**config.mk**
```make
export PLATFORM = sky130hd
export DESIGN_NAME = axi_reg_slice_flat
export DESIGN_NICKNAME = d
export VERILOG_FILES = /design/src/rtl/apb2axi_pkg.sv /design/src/rtl/axi_if.sv /design/src/rtl/axi_skid_buf.sv /design/src/rtl/axi_reg_slice.sv /design/src/flat_wrapper.sv
export SDC_FILE = /design/constraint.sdc
export NUM_CORES = 1
export LEC_CHECK = 0
export BUFFER_PORTS_ARGS = -buffer_cell sky130_fd_sc_hd__buf_4
export CAP_MARGIN = 15
export CORE_MARGIN = 5
export CORE_UTILIZATION = 55
export CTS_CLUSTER_SIZE = 24
export DETAILED_ROUTE_END_ITERATION = 12
export PLACE_DENSITY_LB_ADDON = 0.1
export SLEW_MARGIN = 20
export SYNTH_ARGS = -nofsm -noshare
export SYNTH_HDL_FRONTEND = slang
export SYNTH_HIERARCHICAL = 1
export SYNTH_SLANG_ARGS = --single-unit
```
**constraint.sdc**
```tcl
create_clock -name ACLK -period 1.85 [get_ports ACLK]
set_input_delay 0.185 -clock ACLK [delete_from_list [all_inputs] [get_ports ACLK]]
set_output_delay 0.185 -clock ACLK [all_outputs]
set_load 0.005 [all_outputs]
```
**src/rtl/apb2axi_pkg.sv**
```systemverilog
// Shared types and width helpers for the AXI3 register slice.
package apb2axi_pkg;

  localparam int AXI_ID_W   = 4;
  localparam int AXI_ADDR_W = 32;
  localparam int AXI_DATA_W = 32;

  localparam int NUM_CH      = 5;
  localparam int STALL_CNT_W = 16;

  typedef enum logic [1:0] {
    SLICE_BYPASS = 2'd0,
    SLICE_FWD    = 2'd1,
    SLICE_FULL   = 2'd2
  } slice_mode_e;

  // AW/AR: id + addr + len(4) + size(3) + burst(2) + lock(1) + cache(4) + prot(3)
  function automatic int ax_payload_w(int id_w, int addr_w);
    return id_w + addr_w + 17;
  endfunction

  function automatic int w_payload_w(int data_w);
    return data_w + data_w / 8 + 1;
  endfunction

  function automatic int b_payload_w(int id_w);
    return id_w + 2;
  endfunction

  function automatic int r_payload_w(int id_w, int data_w);
    return id_w + data_w + 3;
  endfunction

  localparam int AXI_AX_PAYLOAD_W = ax_payload_w(AXI_ID_W, AXI_ADDR_W);
  localparam int AXI_W_PAYLOAD_W  = w_payload_w(AXI_DATA_W);
  localparam int AXI_B_PAYLOAD_W  = b_payload_w(AXI_ID_W);
  localparam int AXI_R_PAYLOAD_W  = r_payload_w(AXI_ID_W, AXI_DATA_W);

endpackage

```
**src/rtl/axi_if.sv**
```systemverilog
// AXI3 bundle used on both sides of the register slice.
interface axi_if #(
  parameter int ID_W   = apb2axi_pkg::AXI_ID_W,
  parameter int ADDR_W = apb2axi_pkg::AXI_ADDR_W,
  parameter int DATA_W = apb2axi_pkg::AXI_DATA_W
) ();
  logic [ID_W-1:0]     awid;
  logic [ADDR_W-1:0]   awaddr;
  logic [3:0]          awlen;
  logic [2:0]          awsize;
  logic [1:0]          awburst;
  logic                awlock;
  logic [3:0]          awcache;
  logic [2:0]          awprot;
  logic                awvalid;
  logic                awready;

  logic [DATA_W-1:0]   wdata;
  logic [DATA_W/8-1:0] wstrb;
  logic                wlast;
  logic                wvalid;
  logic                wready;

  logic [ID_W-1:0]     bid;
  logic [1:0]          bresp;
  logic                bvalid;
  logic                bready;

  logic [ID_W-1:0]     arid;
  logic [ADDR_W-1:0]   araddr;
  logic [3:0]          arlen;
  logic [2:0]          arsize;
  logic [1:0]          arburst;
  logic                arlock;
  logic [3:0]          arcache;
  logic [2:0]          arprot;
  logic                arvalid;
  logic                arready;

  logic [ID_W-1:0]     rid;
  logic [DATA_W-1:0]   rdata;
  logic [1:0]          rresp;
  logic                rlast;
  logic                rvalid;
  logic                rready;

  modport Master (
    output awid, awaddr, awlen, awsize, awburst, awlock, awcache, awprot, awvalid,
    input  awready,
    output wdata, wstrb, wlast, wvalid,
    input  wready,
    input  bid, bresp, bvalid,
    output bready,
    output arid, araddr, arlen, arsize, arburst, arlock, arcache, arprot, arvalid,
    input  arready,
    input  rid, rdata, rresp, rlast, rvalid,
    output rready
  );

  modport Slave (
    input  awid, awaddr, awlen, awsize, awburst, awlock, awcache, awprot, awvalid,
    output awready,
    input  wdata, wstrb, wlast, wvalid,
    output wready,
    output bid, bresp, bvalid,
    input  bready,
    input  arid, araddr, arlen, arsize, arburst, arlock, arcache, arprot, arvalid,
    output arready,
    output rid, rdata, rresp, rlast, rvalid,
    input  rready
  );
endinterface

```
**src/rtl/axi_skid_buf.sv**
```systemverilog
// One valid/ready pipeline stage: bypass wires, forward register, or 2-entry skid buffer.
module axi_skid_buf import apb2axi_pkg::*; #(
  parameter int          WIDTH = 8,
  parameter slice_mode_e MODE  = SLICE_FULL
) (
  input  logic             ACLK,
  input  logic             ARESETn,
  input  logic             src_valid,
  output logic             src_ready,
  input  logic [WIDTH-1:0] src_data,
  output logic             dst_valid,
  input  logic             dst_ready,
  output logic [WIDTH-1:0] dst_data
);

  generate
    if (MODE == SLICE_BYPASS) begin : g_bypass
      logic unused_clk_rst;
      assign unused_clk_rst = ACLK ^ ARESETn;
      assign dst_valid = src_valid;
      assign dst_data  = src_data;
      assign src_ready = dst_ready;
    end else if (MODE == SLICE_FWD) begin : g_fwd
      logic             vld_reg;
      logic [WIDTH-1:0] data_reg;

      // Ready is held low while in reset so nothing is accepted before release.
      assign src_ready = ARESETn && (!vld_reg || dst_ready);
      assign dst_valid = vld_reg;
      assign dst_data  = data_reg;

      always_ff @(posedge ACLK or negedge ARESETn) begin
        if (!ARESETn) begin
          vld_reg  <= 1'b0;
          data_reg <= '0;
        end else if (src_valid && src_ready) begin
          vld_reg  <= 1'b1;
          data_reg <= src_data;
        end else if (dst_ready) begin
          vld_reg  <= 1'b0;
        end
      end
    end else begin : g_full
      logic [WIDTH-1:0] mem_reg [2];
      logic             wr_ptr_reg;
      logic             rd_ptr_reg;
      logic [1:0]       count_reg;
      logic [1:0]       count_next;
      logic             rdy_reg;
      logic             push;
      logic             pop;

      // rdy_reg resets high so the first edge after release can accept.
      assign src_ready = rdy_reg && ARESETn;
      assign dst_valid = (count_reg != 2'd0);
      assign dst_data  = mem_reg[rd_ptr_reg];
      assign push      = src_valid && src_ready;
      assign pop       = dst_valid && dst_ready;

      always_comb begin
        count_next = count_reg;
        if (push && !pop) begin
          count_next = count_reg + 2'd1;
        end else if (!push && pop) begin
          count_next = count_reg - 2'd1;
        end
      end

      always_ff @(posedge ACLK or negedge ARESETn) begin
        if (!ARESETn) begin
          mem_reg[0] <= '0;
          mem_reg[1] <= '0;
          wr_ptr_reg <= 1'b0;
          rd_ptr_reg <= 1'b0;
          count_reg  <= 2'd0;
          rdy_reg    <= 1'b1;
        end else begin
          if (push) begin
            mem_reg[wr_ptr_reg] <= src_data;
            wr_ptr_reg          <= ~wr_ptr_reg;
          end
          if (pop) begin
            rd_ptr_reg <= ~rd_ptr_reg;
          end
          count_reg <= count_next;
          rdy_reg   <= (count_next != 2'd2);
        end
      end
    end
  endgenerate

endmodule

```
**src/rtl/axi_reg_slice.sv**
```systemverilog
// AXI3 register slice: one independent stage per channel. Optional stall
// counters are built when APB2AXI_SLICE_STATS_EN is defined.
module axi_reg_slice import apb2axi_pkg::*; #(
  parameter int          ID_WIDTH   = AXI_ID_W,
  parameter int          ADDR_WIDTH = AXI_ADDR_W,
  parameter int          DATA_WIDTH = AXI_DATA_W,
  parameter slice_mode_e AW_MODE    = SLICE_FULL,
  parameter slice_mode_e W_MODE     = SLICE_FULL,
  parameter slice_mode_e B_MODE     = SLICE_FWD,
  parameter slice_mode_e AR_MODE    = SLICE_FULL,
  parameter slice_mode_e R_MODE     = SLICE_FULL
) (
  input  logic  ACLK,
  input  logic  ARESETn,
  axi_if.Slave  s_axi,
  axi_if.Master m_axi
`ifdef APB2AXI_SLICE_STATS_EN
  ,
  output logic [NUM_CH-1:0][STALL_CNT_W-1:0] stall_cnt
`endif
);

  localparam int AX_W = ax_payload_w(ID_WIDTH, ADDR_WIDTH);
  localparam int W_W  = w_payload_w(DATA_WIDTH);
  localparam int B_W  = b_payload_w(ID_WIDTH);
  localparam int R_W  = r_payload_w(ID_WIDTH, DATA_WIDTH);

  logic [AX_W-1:0] aw_src, aw_dst, ar_src, ar_dst;
  logic [W_W-1:0]  w_src, w_dst;
  logic [B_W-1:0]  b_src, b_dst;
  logic [R_W-1:0]  r_src, r_dst;

  assign aw_src = {s_axi.awid, s_axi.awaddr, s_axi.awlen, s_axi.awsize,
                   s_axi.awburst, s_axi.awlock, s_axi.awcache, s_axi.awprot};
  assign {m_axi.awid, m_axi.awaddr, m_axi.awlen, m_axi.awsize,
          m_axi.awburst, m_axi.awlock, m_axi.awcache, m_axi.awprot} = aw_dst;

  assign w_src = {s_axi.wdata, s_axi.wstrb, s_axi.wlast};
  assign {m_axi.wdata, m_axi.wstrb, m_axi.wlast} = w_dst;

  assign ar_src = {s_axi.arid, s_axi.araddr, s_axi.arlen, s_axi.arsize,
                   s_axi.arburst, s_axi.arlock, s_axi.arcache, s_axi.arprot};
  assign {m_axi.arid, m_axi.araddr, m_axi.arlen, m_axi.arsize,
          m_axi.arburst, m_axi.arlock, m_axi.arcache, m_axi.arprot} = ar_dst;

  // Response channels run downstream-to-upstream.
  assign b_src = {m_axi.bid, m_axi.bresp};
  assign {s_axi.bid, s_axi.bresp} = b_dst;

  assign r_src = {m_axi.rid, m_axi.rdata, m_axi.rresp, m_axi.rlast};
  assign {s_axi.rid, s_axi.rdata, s_axi.rresp, s_axi.rlast} = r_dst;

  axi_skid_buf #(.WIDTH(AX_W), .MODE(AW_MODE)) u_aw (
    .ACLK(ACLK), .ARESETn(ARESETn),
    .src_valid(s_axi.awvalid), .src_ready(s_axi.awready), .src_data(aw_src),
    .dst_valid(m_axi.awvalid), .dst_ready(m_axi.awready), .dst_data(aw_dst)
  );

  axi_skid_buf #(.WIDTH(W_W), .MODE(W_MODE)) u_w (
    .ACLK(ACLK), .ARESETn(ARESETn),
    .src_valid(s_axi.wvalid), .src_ready(s_axi.wready), .src_data(w_src),
    .dst_valid(m_axi.wvalid), .dst_ready(m_axi.wready), .dst_data(w_dst)
  );

  axi_skid_buf #(.WIDTH(B_W), .MODE(B_MODE)) u_b (
    .ACLK(ACLK), .ARESETn(ARESETn),
    .src_valid(m_axi.bvalid), .src_ready(m_axi.bready), .src_data(b_src),
    .dst_valid(s_axi.bvalid), .dst_ready(s_axi.bready), .dst_data(b_dst)
  );

  axi_skid_buf #(.WIDTH(AX_W), .MODE(AR_MODE)) u_ar (
    .ACLK(ACLK), .ARESETn(ARESETn),
    .src_valid(s_axi.arvalid), .src_ready(s_axi.arready), .src_data(ar_src),
    .dst_valid(m_axi.arvalid), .dst_ready(m_axi.arready), .dst_data(ar_dst)
  );

  axi_skid_buf #(.WIDTH(R_W), .MODE(R_MODE)) u_r (
    .ACLK(ACLK), .ARESETn(ARESETn),
    .src_valid(m_axi.rvalid), .src_ready(m_axi.rready), .src_data(r_src),
    .dst_valid(s_axi.rvalid), .dst_ready(s_axi.rready), .dst_data(r_dst)
  );

`ifdef APB2AXI_SLICE_STATS_EN
  localparam logic [STALL_CNT_W-1:0] STALL_SAT = '1;

  logic [NUM_CH-1:0] stall_evt;

  // A stall is the output side of a channel offering data that is not taken.
  assign stall_evt = {s_axi.rvalid  && !s_axi.rready,
                      m_axi.arvalid && !m_axi.arready,
                      s_axi.bvalid  && !s_axi.bready,
                      m_axi.wvalid  && !m_axi.wready,
                      m_axi.awvalid && !m_axi.awready};

  genvar gi;
  generate
    for (gi = 0; gi < NUM_CH; gi++) begin : g_stall
      logic [STALL_CNT_W-1:0] cnt_reg;

      always_ff @(posedge ACLK or negedge ARESETn) begin
        if (!ARESETn) begin
          cnt_reg <= '0;
        end else if (stall_evt[gi] && (cnt_reg != STALL_SAT)) begin
          cnt_reg <= cnt_reg + 1'b1;
        end
      end

      assign stall_cnt[gi] = cnt_reg;
    end
  endgenerate
`else
  // Statistics compiled out; the datapath is unaffected.
`endif

endmodule

```
**src/flat_wrapper.sv**
```systemverilog
// flat-port wrapper written by rule: the top's interface ports become plain ports
module axi_reg_slice_flat import apb2axi_pkg::*;
#(
  parameter int          ID_WIDTH   = AXI_ID_W,
  parameter int          ADDR_WIDTH = AXI_ADDR_W,
  parameter int          DATA_WIDTH = AXI_DATA_W,
  parameter slice_mode_e AW_MODE    = SLICE_FULL,
  parameter slice_mode_e W_MODE     = SLICE_FULL,
  parameter slice_mode_e B_MODE     = SLICE_FWD,
  parameter slice_mode_e AR_MODE    = SLICE_FULL,
  parameter slice_mode_e R_MODE     = SLICE_FULL
)
  (ACLK, ARESETn, s_axi_awid, s_axi_awaddr, s_axi_awlen, s_axi_awsize, s_axi_awburst, s_axi_awlock, s_axi_awcache, s_axi_awprot, s_axi_awvalid, s_axi_awready, s_axi_wdata, s_axi_wstrb, s_axi_wlast, s_axi_wvalid, s_axi_wready, s_axi_bid, s_axi_bresp, s_axi_bvalid, s_axi_bready, s_axi_arid, s_axi_araddr, s_axi_arlen, s_axi_arsize, s_axi_arburst, s_axi_arlock, s_axi_arcache, s_axi_arprot, s_axi_arvalid, s_axi_arready, s_axi_rid, s_axi_rdata, s_axi_rresp, s_axi_rlast, s_axi_rvalid, s_axi_rready, m_axi_awid, m_axi_awaddr, m_axi_awlen, m_axi_awsize, m_axi_awburst, m_axi_awlock, m_axi_awcache, m_axi_awprot, m_axi_awvalid, m_axi_awready, m_axi_wdata, m_axi_wstrb, m_axi_wlast, m_axi_wvalid, m_axi_wready, m_axi_bid, m_axi_bresp, m_axi_bvalid, m_axi_bready, m_axi_arid, m_axi_araddr, m_axi_arlen, m_axi_arsize, m_axi_arburst, m_axi_arlock, m_axi_arcache, m_axi_arprot, m_axi_arvalid, m_axi_arready, m_axi_rid, m_axi_rdata, m_axi_rresp, m_axi_rlast, m_axi_rvalid, m_axi_rready);
  axi_if #(.ID_W(AXI_ID_W), .ADDR_W(AXI_ADDR_W), .DATA_W(AXI_DATA_W)) s_axi_i ();
  axi_if #(.ID_W(AXI_ID_W), .ADDR_W(AXI_ADDR_W), .DATA_W(AXI_DATA_W)) m_axi_i ();
  input  logic ACLK;
  input  logic ARESETn;
  input wire logic [$bits(s_axi_i.awid)-1:0] s_axi_awid;
  input wire logic [$bits(s_axi_i.awaddr)-1:0] s_axi_awaddr;
  input wire logic [$bits(s_axi_i.awlen)-1:0] s_axi_awlen;
  input wire logic [$bits(s_axi_i.awsize)-1:0] s_axi_awsize;
  input wire logic [$bits(s_axi_i.awburst)-1:0] s_axi_awburst;
  input wire logic [$bits(s_axi_i.awlock)-1:0] s_axi_awlock;
  input wire logic [$bits(s_axi_i.awcache)-1:0] s_axi_awcache;
  input wire logic [$bits(s_axi_i.awprot)-1:0] s_axi_awprot;
  input wire logic [$bits(s_axi_i.awvalid)-1:0] s_axi_awvalid;
  output wire logic [$bits(s_axi_i.awready)-1:0] s_axi_awready;
  input wire logic [$bits(s_axi_i.wdata)-1:0] s_axi_wdata;
  input wire logic [$bits(s_axi_i.wstrb)-1:0] s_axi_wstrb;
  input wire logic [$bits(s_axi_i.wlast)-1:0] s_axi_wlast;
  input wire logic [$bits(s_axi_i.wvalid)-1:0] s_axi_wvalid;
  output wire logic [$bits(s_axi_i.wready)-1:0] s_axi_wready;
  output wire logic [$bits(s_axi_i.bid)-1:0] s_axi_bid;
  output wire logic [$bits(s_axi_i.bresp)-1:0] s_axi_bresp;
  output wire logic [$bits(s_axi_i.bvalid)-1:0] s_axi_bvalid;
  input wire logic [$bits(s_axi_i.bready)-1:0] s_axi_bready;
  input wire logic [$bits(s_axi_i.arid)-1:0] s_axi_arid;
  input wire logic [$bits(s_axi_i.araddr)-1:0] s_axi_araddr;
  input wire logic [$bits(s_axi_i.arlen)-1:0] s_axi_arlen;
  input wire logic [$bits(s_axi_i.arsize)-1:0] s_axi_arsize;
  input wire logic [$bits(s_axi_i.arburst)-1:0] s_axi_arburst;
  input wire logic [$bits(s_axi_i.arlock)-1:0] s_axi_arlock;
  input wire logic [$bits(s_axi_i.arcache)-1:0] s_axi_arcache;
  input wire logic [$bits(s_axi_i.arprot)-1:0] s_axi_arprot;
  input wire logic [$bits(s_axi_i.arvalid)-1:0] s_axi_arvalid;
  output wire logic [$bits(s_axi_i.arready)-1:0] s_axi_arready;
  output wire logic [$bits(s_axi_i.rid)-1:0] s_axi_rid;
  output wire logic [$bits(s_axi_i.rdata)-1:0] s_axi_rdata;
  output wire logic [$bits(s_axi_i.rresp)-1:0] s_axi_rresp;
  output wire logic [$bits(s_axi_i.rlast)-1:0] s_axi_rlast;
  output wire logic [$bits(s_axi_i.rvalid)-1:0] s_axi_rvalid;
  input wire logic [$bits(s_axi_i.rready)-1:0] s_axi_rready;
  output wire logic [$bits(m_axi_i.awid)-1:0] m_axi_awid;
  output wire logic [$bits(m_axi_i.awaddr)-1:0] m_axi_awaddr;
  output wire logic [$bits(m_axi_i.awlen)-1:0] m_axi_awlen;
  output wire logic [$bits(m_axi_i.awsize)-1:0] m_axi_awsize;
  output wire logic [$bits(m_axi_i.awburst)-1:0] m_axi_awburst;
  output wire logic [$bits(m_axi_i.awlock)-1:0] m_axi_awlock;
  output wire logic [$bits(m_axi_i.awcache)-1:0] m_axi_awcache;
  output wire logic [$bits(m_axi_i.awprot)-1:0] m_axi_awprot;
  output wire logic [$bits(m_axi_i.awvalid)-1:0] m_axi_awvalid;
  input wire logic [$bits(m_axi_i.awready)-1:0] m_axi_awready;
  output wire logic [$bits(m_axi_i.wdata)-1:0] m_axi_wdata;
  output wire logic [$bits(m_axi_i.wstrb)-1:0] m_axi_wstrb;
  output wire logic [$bits(m_axi_i.wlast)-1:0] m_axi_wlast;
  output wire logic [$bits(m_axi_i.wvalid)-1:0] m_axi_wvalid;
  input wire logic [$bits(m_axi_i.wready)-1:0] m_axi_wready;
  input wire logic [$bits(m_axi_i.bid)-1:0] m_axi_bid;
  input wire logic [$bits(m_axi_i.bresp)-1:0] m_axi_bresp;
  input wire logic [$bits(m_axi_i.bvalid)-1:0] m_axi_bvalid;
  output wire logic [$bits(m_axi_i.bready)-1:0] m_axi_bready;
  output wire logic [$bits(m_axi_i.arid)-1:0] m_axi_arid;
  output wire logic [$bits(m_axi_i.araddr)-1:0] m_axi_araddr;
  output wire logic [$bits(m_axi_i.arlen)-1:0] m_axi_arlen;
  output wire logic [$bits(m_axi_i.arsize)-1:0] m_axi_arsize;
  output wire logic [$bits(m_axi_i.arburst)-1:0] m_axi_arburst;
  output wire logic [$bits(m_axi_i.arlock)-1:0] m_axi_arlock;
  output wire logic [$bits(m_axi_i.arcache)-1:0] m_axi_arcache;
  output wire logic [$bits(m_axi_i.arprot)-1:0] m_axi_arprot;
  output wire logic [$bits(m_axi_i.arvalid)-1:0] m_axi_arvalid;
  input wire logic [$bits(m_axi_i.arready)-1:0] m_axi_arready;
  input wire logic [$bits(m_axi_i.rid)-1:0] m_axi_rid;
  input wire logic [$bits(m_axi_i.rdata)-1:0] m_axi_rdata;
  input wire logic [$bits(m_axi_i.rresp)-1:0] m_axi_rresp;
  input wire logic [$bits(m_axi_i.rlast)-1:0] m_axi_rlast;
  input wire logic [$bits(m_axi_i.rvalid)-1:0] m_axi_rvalid;
  output wire logic [$bits(m_axi_i.rready)-1:0] m_axi_rready;
  assign s_axi_i.awid = s_axi_awid;
  assign s_axi_i.awaddr = s_axi_awaddr;
  assign s_axi_i.awlen = s_axi_awlen;
  assign s_axi_i.awsize = s_axi_awsize;
  assign s_axi_i.awburst = s_axi_awburst;
  assign s_axi_i.awlock = s_axi_awlock;
  assign s_axi_i.awcache = s_axi_awcache;
  assign s_axi_i.awprot = s_axi_awprot;
  assign s_axi_i.awvalid = s_axi_awvalid;
  assign s_axi_awready = s_axi_i.awready;
  assign s_axi_i.wdata = s_axi_wdata;
  assign s_axi_i.wstrb = s_axi_wstrb;
  assign s_axi_i.wlast = s_axi_wlast;
  assign s_axi_i.wvalid = s_axi_wvalid;
  assign s_axi_wready = s_axi_i.wready;
  assign s_axi_bid = s_axi_i.bid;
  assign s_axi_bresp = s_axi_i.bresp;
  assign s_axi_bvalid = s_axi_i.bvalid;
  assign s_axi_i.bready = s_axi_bready;
  assign s_axi_i.arid = s_axi_arid;
  assign s_axi_i.araddr = s_axi_araddr;
  assign s_axi_i.arlen = s_axi_arlen;
  assign s_axi_i.arsize = s_axi_arsize;
  assign s_axi_i.arburst = s_axi_arburst;
  assign s_axi_i.arlock = s_axi_arlock;
  assign s_axi_i.arcache = s_axi_arcache;
  assign s_axi_i.arprot = s_axi_arprot;
  assign s_axi_i.arvalid = s_axi_arvalid;
  assign s_axi_arready = s_axi_i.arready;
  assign s_axi_rid = s_axi_i.rid;
  assign s_axi_rdata = s_axi_i.rdata;
  assign s_axi_rresp = s_axi_i.rresp;
  assign s_axi_rlast = s_axi_i.rlast;
  assign s_axi_rvalid = s_axi_i.rvalid;
  assign s_axi_i.rready = s_axi_rready;
  assign m_axi_awid = m_axi_i.awid;
  assign m_axi_awaddr = m_axi_i.awaddr;
  assign m_axi_awlen = m_axi_i.awlen;
  assign m_axi_awsize = m_axi_i.awsize;
  assign m_axi_awburst = m_axi_i.awburst;
  assign m_axi_awlock = m_axi_i.awlock;
  assign m_axi_awcache = m_axi_i.awcache;
  assign m_axi_awprot = m_axi_i.awprot;
  assign m_axi_awvalid = m_axi_i.awvalid;
  assign m_axi_i.awready = m_axi_awready;
  assign m_axi_wdata = m_axi_i.wdata;
  assign m_axi_wstrb = m_axi_i.wstrb;
  assign m_axi_wlast = m_axi_i.wlast;
  assign m_axi_wvalid = m_axi_i.wvalid;
  assign m_axi_i.wready = m_axi_wready;
  assign m_axi_i.bid = m_axi_bid;
  assign m_axi_i.bresp = m_axi_bresp;
  assign m_axi_i.bvalid = m_axi_bvalid;
  assign m_axi_bready = m_axi_i.bready;
  assign m_axi_arid = m_axi_i.arid;
  assign m_axi_araddr = m_axi_i.araddr;
  assign m_axi_arlen = m_axi_i.arlen;
  assign m_axi_arsize = m_axi_i.arsize;
  assign m_axi_arburst = m_axi_i.arburst;
  assign m_axi_arlock = m_axi_i.arlock;
  assign m_axi_arcache = m_axi_i.arcache;
  assign m_axi_arprot = m_axi_i.arprot;
  assign m_axi_arvalid = m_axi_i.arvalid;
  assign m_axi_i.arready = m_axi_arready;
  assign m_axi_i.rid = m_axi_rid;
  assign m_axi_i.rdata = m_axi_rdata;
  assign m_axi_i.rresp = m_axi_rresp;
  assign m_axi_i.rlast = m_axi_rlast;
  assign m_axi_i.rvalid = m_axi_rvalid;
  assign m_axi_rready = m_axi_i.rready;
  axi_reg_slice #(.ID_WIDTH(ID_WIDTH), .ADDR_WIDTH(ADDR_WIDTH), .DATA_WIDTH(DATA_WIDTH), .AW_MODE(AW_MODE), .W_MODE(W_MODE), .B_MODE(B_MODE), .AR_MODE(AR_MODE), .R_MODE(R_MODE)) u_core (.ACLK(ACLK), .ARESETn(ARESETn), .s_axi(s_axi_i), .m_axi(m_axi_i));
endmodule
```
Yosys cells after proc, flatten, opt, wreduce, memory -nomap -nowiden
Cells that the tools add are included.
{ "classes": {"addsub": 8, "order_cmp": 12, "n_eq_ne": 4, "n_mux": 34, "bitwise": 16, "reduce_logical": 41} }
{ "ops": {"columns": ["cell", "count"], "rows": [
  ["$mux W53", 8],
  ["$bwmux W106", 2],
  ["$mux W39", 4],
  ["$mux W37", 4],
  ["$demux W53 S1", 2],
  ["$bwmux W78", 1],
  ["$bwmux W74", 1],
  ["$demux W39 S1", 1],
  ["$demux W37 S1", 1],
  ["$logic_and A1 B1 Y1", 26],
  ["$ge A2 B2 Y1 const B", 8],
  ["$mux W2", 8],
  ["$not A1 Y2", 8],
  ["$reduce_bool A2 Y1", 5],
  ["$logic_not A1 Y1", 9],
  ["$add A2 B1 Y2 const B", 4],
  ["$lt A2 B1 Y1 const B", 4],
  ["$ne A2 B2 Y1 const B", 4],
  ["$not A1 Y1", 8],
  ["$sub A2 B1 Y2 const B", 4],
  ["$mux W1", 2],
  ["$logic_or A1 B1 Y1", 1]
]} }
{ "word_totals": {"reg_bits": 391, "input_bits": 200, "out_inout_bits": 198, "word_cells": 141} }

Longest topological paths before layout
Gate-level depths: netlist of run 1.
{ "logic_depth": {"ltp_word": 7, "mapped_depth": 6, "ltp_nobuf": 5} }

By module
Netlist of run 1, hierarchy kept.
{ "by_module_without_submodules": {"columns": ["module", "instances", "cells_each", "area_per_inst_um2", "seq_area_each_um2"], "rows": [
  ["axi_skid_buf (u_core.u_ar ...)", 2, 312, 5124.9, 2778.9],
  ["axi_skid_buf (u_core.u_r)", 1, 238, 3672.3, 2078.2],
  ["axi_skid_buf (u_core.u_w)", 1, 227, 3552.2, 1978.1],
  ["axi_skid_buf (u_core.u_b)", 1, 19, 326.6, 175.2]
]} }

Least setup slack after synthesis of run 1
No wires, ideal clock.
{ "synth_path": {"kind": "register -> register", "from": "register u_core.u_w.g_full.rdy_reg", "to": "register u_core/u_w/g_full.mem_reg[61] (netlist name)", "setup_time_ns": 0.125, "arrival_time_ns": 1.424, "required_time_ns": 1.725, "path_slack_ns": 0.301, "path_stages_with_launch": 7, "period_less_slack_ns": 1.549, "path_cell_list": "dfstp_2 -> and3_1 -> buf_4 -> nand2b_4 -> buf_6 -> buf_6 -> mux2_4"} }
{ "synth_between": {"elab_chain_cells": 2} }
{ "synth_lines": {"columns": ["element", "line_no", "source"], "rows": [
  ["from (decl)", "axi_skid_buf.sv:49", "logic rdy_reg;"],
  ["from (signal assigned)", "axi_skid_buf.sv:86", "rdy_reg <= (count_next != 2'd2);"],
  ["$logic_and A1 B1 Y1", "axi_skid_buf.sv:54", "assign src_ready = rdy_reg && ARESETn;"],
  ["$logic_and A1 B1 Y1", "axi_skid_buf.sv:57", "assign push = src_valid && src_ready;"],
  ["to (signal, indexed assignment)", "axi_skid_buf.sv:79", "mem_reg[wr_ptr_reg] <= src_data;"],
  ["to (decl)", "axi_skid_buf.sv:44", "logic [WIDTH-1:0] mem_reg [2];"]
]} }
No other way between the ends.
A chain may end at the register's enable or synchronous reset.

Final worst setup path of run 1
{ "layout_path": {"from": "register u_core.u_ar.g_full.rd_ptr_reg", "to": "output port m_axi_arlock"} }
{ "layout_between": {"elab_chain_cells": 4} }
{ "layout_lines": {"columns": ["element", "line_no", "source"], "rows": [
  ["from (decl)", "axi_skid_buf.sv:46", "logic rd_ptr_reg;"],
  ["from (signal assigned)", "axi_skid_buf.sv:83", "rd_ptr_reg <= ~rd_ptr_reg;"],
  ["$not A1 Y2 (not written as such)", "axi_skid_buf.sv:56", "assign dst_data = mem_reg[rd_ptr_reg];"],
  ["$mux W53 (not written as such) (3 in series)", "axi_skid_buf.sv:56", null],
  ["to (decl)", "flat_wrapper.sv:77", "output wire logic [$bits(m_axi_i.arlock)-1:0] m_axi_arlock;"]
]} }
No other way between the ends. The select of a mux whose other input is x is not followed.

==> results of run 1 <==
-- worst reg2reg max path: stages, from the launching register on --
cell,delay [ns]
dfrtp_1,0.42
inv_1,0.08
ha_1,0.22
nor2b_1,0.35
xnor2_1,0.19
a221o_1,0.32
-- cells by family after synthesis --
family	synth area share [%]
DFF	55.0
xor gates and xnor gates	0.590
adders and majority gates	0.394
muxes	37.7
buffers and inverters	3.75
and+or+nand+nor	2.08
AOI/OAI and AO/OA	0.464
-- where the power goes --
| part | internal [mW] | switching [mW] | leakage, nW |
|---|---|---|---|
| Combinational | 15.8 | 8.11 | 7.25 |
| Clock | 5.56 | 3.53 | 0.750 |
| Sequential | 12.9 | 2.60 | 4.64 |
-- metal layers --
| layer | vias up | global-route usage [%] | part of all wire, % |
|---|---|---|---|
| met5 | - | 0 | 0 |
| li1 | 5210 | - | - |
| met4 | 0 | 7.23 | 2.9 |
| met3 | 88 | 6.66 | 6.8 |
| met1 | 5960 | 31.1 | 39 |
| met2 | 358 | 43.3 | 51 |
-- layout make-up --
| type | count | area (µm²) | area share [%] |
|---|---|---|---|
| antenna | 2 | 5.00 | 0.0192 |
| inverter | 12 | 45.0 | 0.173 |
| sequential | 391 | 9790 | 37.5 |
| multi-input combinational | 641 | 7830 | 30.0 |
| timing repair buffer | 650 | 6410 | 24.6 |
| tap | 402 | 503 | 1.93 |
| clock buffer | 56 | 1240 | 4.74 |
| clock inverter | 23 | 277 | 1.06 |
-- cell usage after synthesis --
master / instances
dfrtp_1: 387
o21ai_0: 2
xor2_1: 2
nor4b_1: 2
buf_8: 2
clkbuf_8: 10
nor3b_1: 2
maj3_1: 2
buf_6: 10
nand3_1: 4
ha_1: 4
a21oi_1: 2
a211oi_1: 4
nand2_2: 3
mux2_2: 415
nor4_1: 2
clkbuf_1: 6
nand2b_4: 4
and2_1: 2
dfstp_2: 4
and3_1: 4
nor2b_4: 1
buf_12: 8
buf_2: 17
nor2b_1: 4
mux2_4: 133
nand2_4: 2
o22ai_1: 2
buf_1: 2
and2_2: 3
a221o_1: 2
buf_4: 9
mux2_1: 4
inv_1: 12
nand2b_1: 3
xnor2_1: 10
nor3_1: 4
nand2_1: 13
nor2_1: 6
-- what timing repair did --
item	in CTS	in global routing
hold endpoints to repair	682	120
resized for setup	60	222
gates cloned	10	7
endpoints found under the setup margin	169	182
buffers inserted	10	1
-- stage by stage --
stage,setup slack (ns),hold slack (ns),cells
3_5_place_dp,0.167,0.264,1873
6_report,-0.0698,-0.172,2177
3_3_place_gp,0.194,0.271,1873
2_1_floorplan,0.301,-0.111,1108
5_1_grt,-0.114,-0.0833,2177
4_1_cts,-0.0879,-0.105,2168
-- placed cells by master, fill, tap and decap left out, drive strengths merged, types with 3 or more instances in the layout --
cell type    netlist  routed
mux2             552     552
nand2b             7       7
nor2               6       6
nor3               4       4
dlygate4sd3        0     195
inv               12      13
clkbuf            16      63
dfrtp            387     387
and3               4       4
nand3              4       4
ha                 4       4
a211oi             4       4
buf               48     447
nand2             18      18
and2               5       5
xnor2             10      10
clkinv             0      13
dfstp              4       4
nor2b              5       5
clkinvlp           0       3
bufinv             0       6
-- worst min-delay path by stage --
stage,slack [ns],end,from,cells after the start
floorplan,-0.11,u_core/u_ar/g_full.count_reg[0]$_DFF_PN0_,ARESETn,0
global placement,0.27,u_core/u_aw/g_full.count_reg[1]$_DFF_PN0_,ARESETn,2
detailed placement,0.26,u_core/u_ar/g_full.count_reg[1]$_DFF_PN0_,ARESETn,2
CTS,-0.10,u_core/u_aw/g_full.mem_reg[32]$_DFFE_PN0P_,ARESETn,2
global route,-0.08,u_core/u_aw/g_full.mem_reg[0]$_DFFE_PN0P_,ARESETn,2
finish,-0.17,u_core/u_aw/g_full.mem_reg[54]$_DFFE_PN0P_,ARESETn,2
==> run metrics, run 1 <==
Leakage 12.6 nW; Post-CTS Hold Fix Bufs 196; Max-Cap Viols 0; Yosys cell types 39; H-tree levels 2; Hold Crit Class primary input to async pin; Hold Worst Slack -0.172 ns; Largest delay share family, worst path buffers and inverters; Initial Util 56.1%; Sink Count 391; full die area 0.0361 mm²; setup violators final 145; Final Util 82.3%; Worst-Skew Late Latency 0.53 ns; Worst-Margin Slew 0.885 ns; Critical Path Start u_core/u_ar/g_full.rd_ptr_reg$_DFFE_PN0P_; reg-to-reg slack, setup 0.17 ns; largest net degree at the start of global routing 155; DR WL/cell 22.4 µm; Synth Warn # 6; via/cell ratio 5.34; critical path startpoint category register; Port-buffer cells 397; area of the mapped netlist 0.0178 mm²; CP Data Required Time 1.66 ns; number of global-route vias before repair 12900; overall power 48.5 mW; CTS buffer count 43; DP Area 0.0210 mm²; CP Max Fanout 7; Crit path depth 4; # rows 65; cell count after synthesis 1108; shortest period the worst path allows 1.92 ns; core area 0.0317 mm²; Reg clk slew, reported paths 0.06 ns; CP Buf/Inv Count 3; Max stage delay on crit path 0.42 ns; r2r endpoint u_core/u_aw/g_full.count_reg[1]$_DFF_PN0_; Final Cell Area 0.0261 mm²; DP HPWL 27200 µm; fmax 0.521 GHz; # fillers 1569; max-slew violation count 0; antenna violation net count after detailed routing 0; Vias 11600; CP Class register to output port; root buffer cell clkbuf_16; setup TNS -3.82 ns; layout cells sized above 1 62.0%; clock tree buffer depth 3; GRT overflow 0; Worst R2R Start u_core/u_aw/g_full.count_reg[0]$_DFF_PN0_; Die W 190 µm; Detailed Routing Iterations Pass 1 4; GR Util All Layers 25.0%; leading area contributor after synthesis dfrtp_1; Crit. End Element output port; top cells by area, synth dfrtp_1, mux2_2, mux2_4, buf_12, clkbuf_8; final WL 48900 µm; r2r worst-path depth 5; clk_skew 0.0168 ns; Mapped Nets 1312; Starting DRT DRC Count 407; Synth top area share 54.4%; status complete, but fails checks; crit share post-route 104%; Die H 190 µm; number of remaining DRC errors 0; critical path capture point m_axi_arlock; pwr/cell area 1860 mW/mm²; setup ws final -0.0698 ns; slowest stage cell, crit path dfrtp_2; maximum vdd ir drop 1.25 mV; failing checks hold timing, setup timing; Hold Violations, Final 207; syn avg cell area 16.1 µm²; Syn-to-layout area delta 46.6%; Seq/Total Area, Yosys 55.0%; RSZ-0062 raised after global routing true; CP Cell Sequence buf_12 > clkbuf_16 > mux2_4 > buf_6; I/O pin count 398; antenna violations before repair 2; Nets 1943; Synth Register Bits 391; critical path arrival 1.73 ns; GP Congestion 0.769; global-route wire length before repair 72100 µm; CTS tree built; relative slew slack 41.0%
(Power assumes the default switching activity.)
==> run 2, diff against run 1 <==
clock period = 2.2 ns   (was 1.85 ns; I/O delays follow)
==> run 2 against run 1 <==
Net effect:
- the flow now finishes without violations
- via count shrank 3.1%
- critical path depth shrank 1
- sequential power shrank 17%
- power shrank 27%
- combinational power shrank 34%
- first-iteration DRC count shrank 4.4%
- non-clock buffer count shrank 23
- final area shrank 6.7%
- register-to-register slack gained 0.15 ns
- setup slack gained 0.23 ns
==> run metrics, run 2 (synthesized netlist as in run 1, its figures left out) <==
Hold Crit Class primary input to register (was primary input to async pin); CP Class register to output port (unchanged); overall power 35.2 mW (was 48.5 mW); via/cell ratio 5.25 (was 5.34); core area 0.0317 mm² (unchanged); Detailed Routing Iterations Pass 1 4 (unchanged); CTS buffer count 42 (was 43); Max-Cap Viols 0 (unchanged); full die area 0.0361 mm² (unchanged); # rows 65 (unchanged); DP HPWL 28000 µm (was 27200 µm); Leakage 11.6 nW (was 12.6 nW); largest net degree at the start of global routing 115 (was 155); Initial Util 56.1% (unchanged); clk_skew 0.00785 ns (was 0.0168 ns); status completed (was complete, but fails checks); Reg clk slew, reported paths 0.06 ns (about the same); H-tree levels 2 (unchanged); Hold Worst Slack 0.0548 ns (was -0.172 ns); Die H 190 µm (unchanged); RSZ-0062 raised after global routing false (was true); Hold Violations, Final 0 (was 207); GR Util All Layers 23.4% (was 25.0%); DR WL/cell 20.1 µm (was 22.4 µm); clock tree buffer depth 3 (unchanged); critical path startpoint category register (unchanged); global-route wire length before repair 68500 µm (was 72100 µm); Die W 190 µm (unchanged); root buffer cell clkbuf_16 (unchanged); CP Cell Sequence buf_4 > mux2_2 > buf_4 (was buf_12 > clkbuf_16 > mux2_4 > buf_6); Crit. End Element output port (unchanged); I/O pin count 398 (unchanged); most frequent CP cell buf_4; slowest stage cell, crit path mux2_2 (was dfrtp_2); Multi-input gate area 0.00735 mm² (was 0.00783 mm²); CTS tree built (unchanged); Syn-to-layout area delta 36.9% (was 46.6%); maximum vdd ir drop 0.972 mV (was 1.25 mV); antenna violation net count after detailed routing 0 (unchanged); CP Max Fanout 32 (was 7); commonest non-fill, non-tap cell in the layout buf_4 (was dfrtp_1); layout cells sized above 1 60.5% (was 62.0%); Max stage delay on crit path 0.41 ns (was 0.42 ns); number of global-route vias before repair 12700 (was 12900); Worst-Margin Slew 0.717 ns (was 0.885 ns); CP Data Required Time 1.98 ns (was 1.66 ns); GRT overflow 0 (unchanged); # fillers 1895 (was 1569); Layout Cells excl Fill 2145 (was 2177); Worst-Skew Late Latency 0.52 ns (was 0.53 ns); most frequent cells in the layout buf_4, mux2_2, dfrtp_1 (was dfrtp_1, buf_4, mux2_2); sequential standard cell area 0.00979 mm² (unchanged); Crit path depth 3 (was 4); reg-to-reg slack, setup 0.32 ns (was 0.17 ns); Nets 1919 (was 1943); setup violators final 0 (was 145); fmax 0.489 GHz; relative slew slack 52.0% (was 41.0%); CP Buf/Inv Count 2 (was 3); max-slew violation count 0 (unchanged); GP Congestion 0.773 (was 0.769); critical path arrival 1.82 ns (was 1.73 ns); shortest period the worst path allows 2.04 ns; Starting DRT DRC Count 389 (was 407); crit share post-route 92.9%; Placed Cells 1870 (was 1873); Hold Crit Depth 4; Vias 11300 (was 11600); final WL 43100 µm (was 48900 µm); r2r worst-path depth 4 (was 5); number of remaining DRC errors 0 (unchanged); Sink Count 391 (unchanged); Largest delay share family, worst path buffers and inverters (unchanged); antenna violations before repair 1 (was 2); Port-buffer cells 397 (unchanged); pwr/cell area 1450 mW/mm² (was 1860 mW/mm²); setup TNS 0 ns (was -3.82 ns)
-- run 2: cell types whose count changed in the layout (fill, tap and decap cells not counted), moves of 5 or more --
cell       delta
clkinv_2     -12
clkbuf_16     -7
clkbuf_1     +12
buf_12        -5
buf_6       -128
buf_4       +127
buf_16        -9
mux2_2      +128
mux2_4      -128
bufinv_16     -6
-- run 2: metal layers --
metal	global-route usage (%)	part of all wire, %	vias up
met2	39.5	50	315
met4	7.40	3.2	0
met5	0	0	-
met3	6.33	6.6	80
met1	29.6	41	5688
li1	-	-	5172
-- run 2: worst paths after layout --
kind,startpoint,to
worst max-delay path,u_core/u_ar/g_full.rd_ptr_reg$_DFFE_PN0P_,m_axi_araddr[3]
worst max register to register,u_core/u_r/g_full.rdy_reg$_DFF_PN1_,u_core/u_r/g_full.mem_reg[53]$_DFFE_PN0P_
worst min register to register,u_core/u_r/g_full.mem_reg[64]$_DFFE_PN0P_,u_core/u_r/g_full.mem_reg[64]$_DFFE_PN0P_
min in group asynchronous,ARESETn,u_core/u_r/g_full.mem_reg[10]$_DFFE_PN0P_
max in group asynchronous,ARESETn,u_core/u_ar/g_full.rd_ptr_reg$_DFFE_PN0P_
worst min-delay path,m_axi_rvalid,u_core/u_r/g_full.wr_ptr_reg$_DFFE_PN0N_
-- run 2: cell type report --
class,count,area share [%]
multi-input combinational,641,30.2
tap,402,2.06
clock inverter,1,0.0205
sequential,391,40.2
inverter,12,0.185
clock buffer,69,5.32
timing repair buffer,627,22.0
antenna,2,0.0205
-- run 2: tightest hold or removal path: stages --
cell     delay, ns
buf_4         0.08
nand3_1       0.09
nand2_1       0.08
nand2_1       0.05
-- run 2: stage by stage --
stage	utilization [%]	area [µm²]	setup WS, ns
floorplan	-	17800	0.651
global placement	66.2	21000	0.372
detailed placement	66.2	21000	0.325
CTS	76.7	24300	0.0137
global route	76.8	24400	0.0954
finish	76.8	24400	0.157
-- run 2: where the power goes --
part	internal [mW]	switching [mW]	leakage, nW
Combinational	10.1	5.69	6.30
Clock	3.98	2.66	0.635
Sequential	10.9	1.92	4.64
Total	25.0	10.3	11.6
-- run 2: what timing repair did --
item,4_1_cts,5_1_grt
pin swaps,0,0
gates cloned,0,0
endpoints found under the setup margin,31,8
gates resized for setup,1,1
buffers inserted,0,5
hold endpoints to repair,451,0
hold buffers,198,0
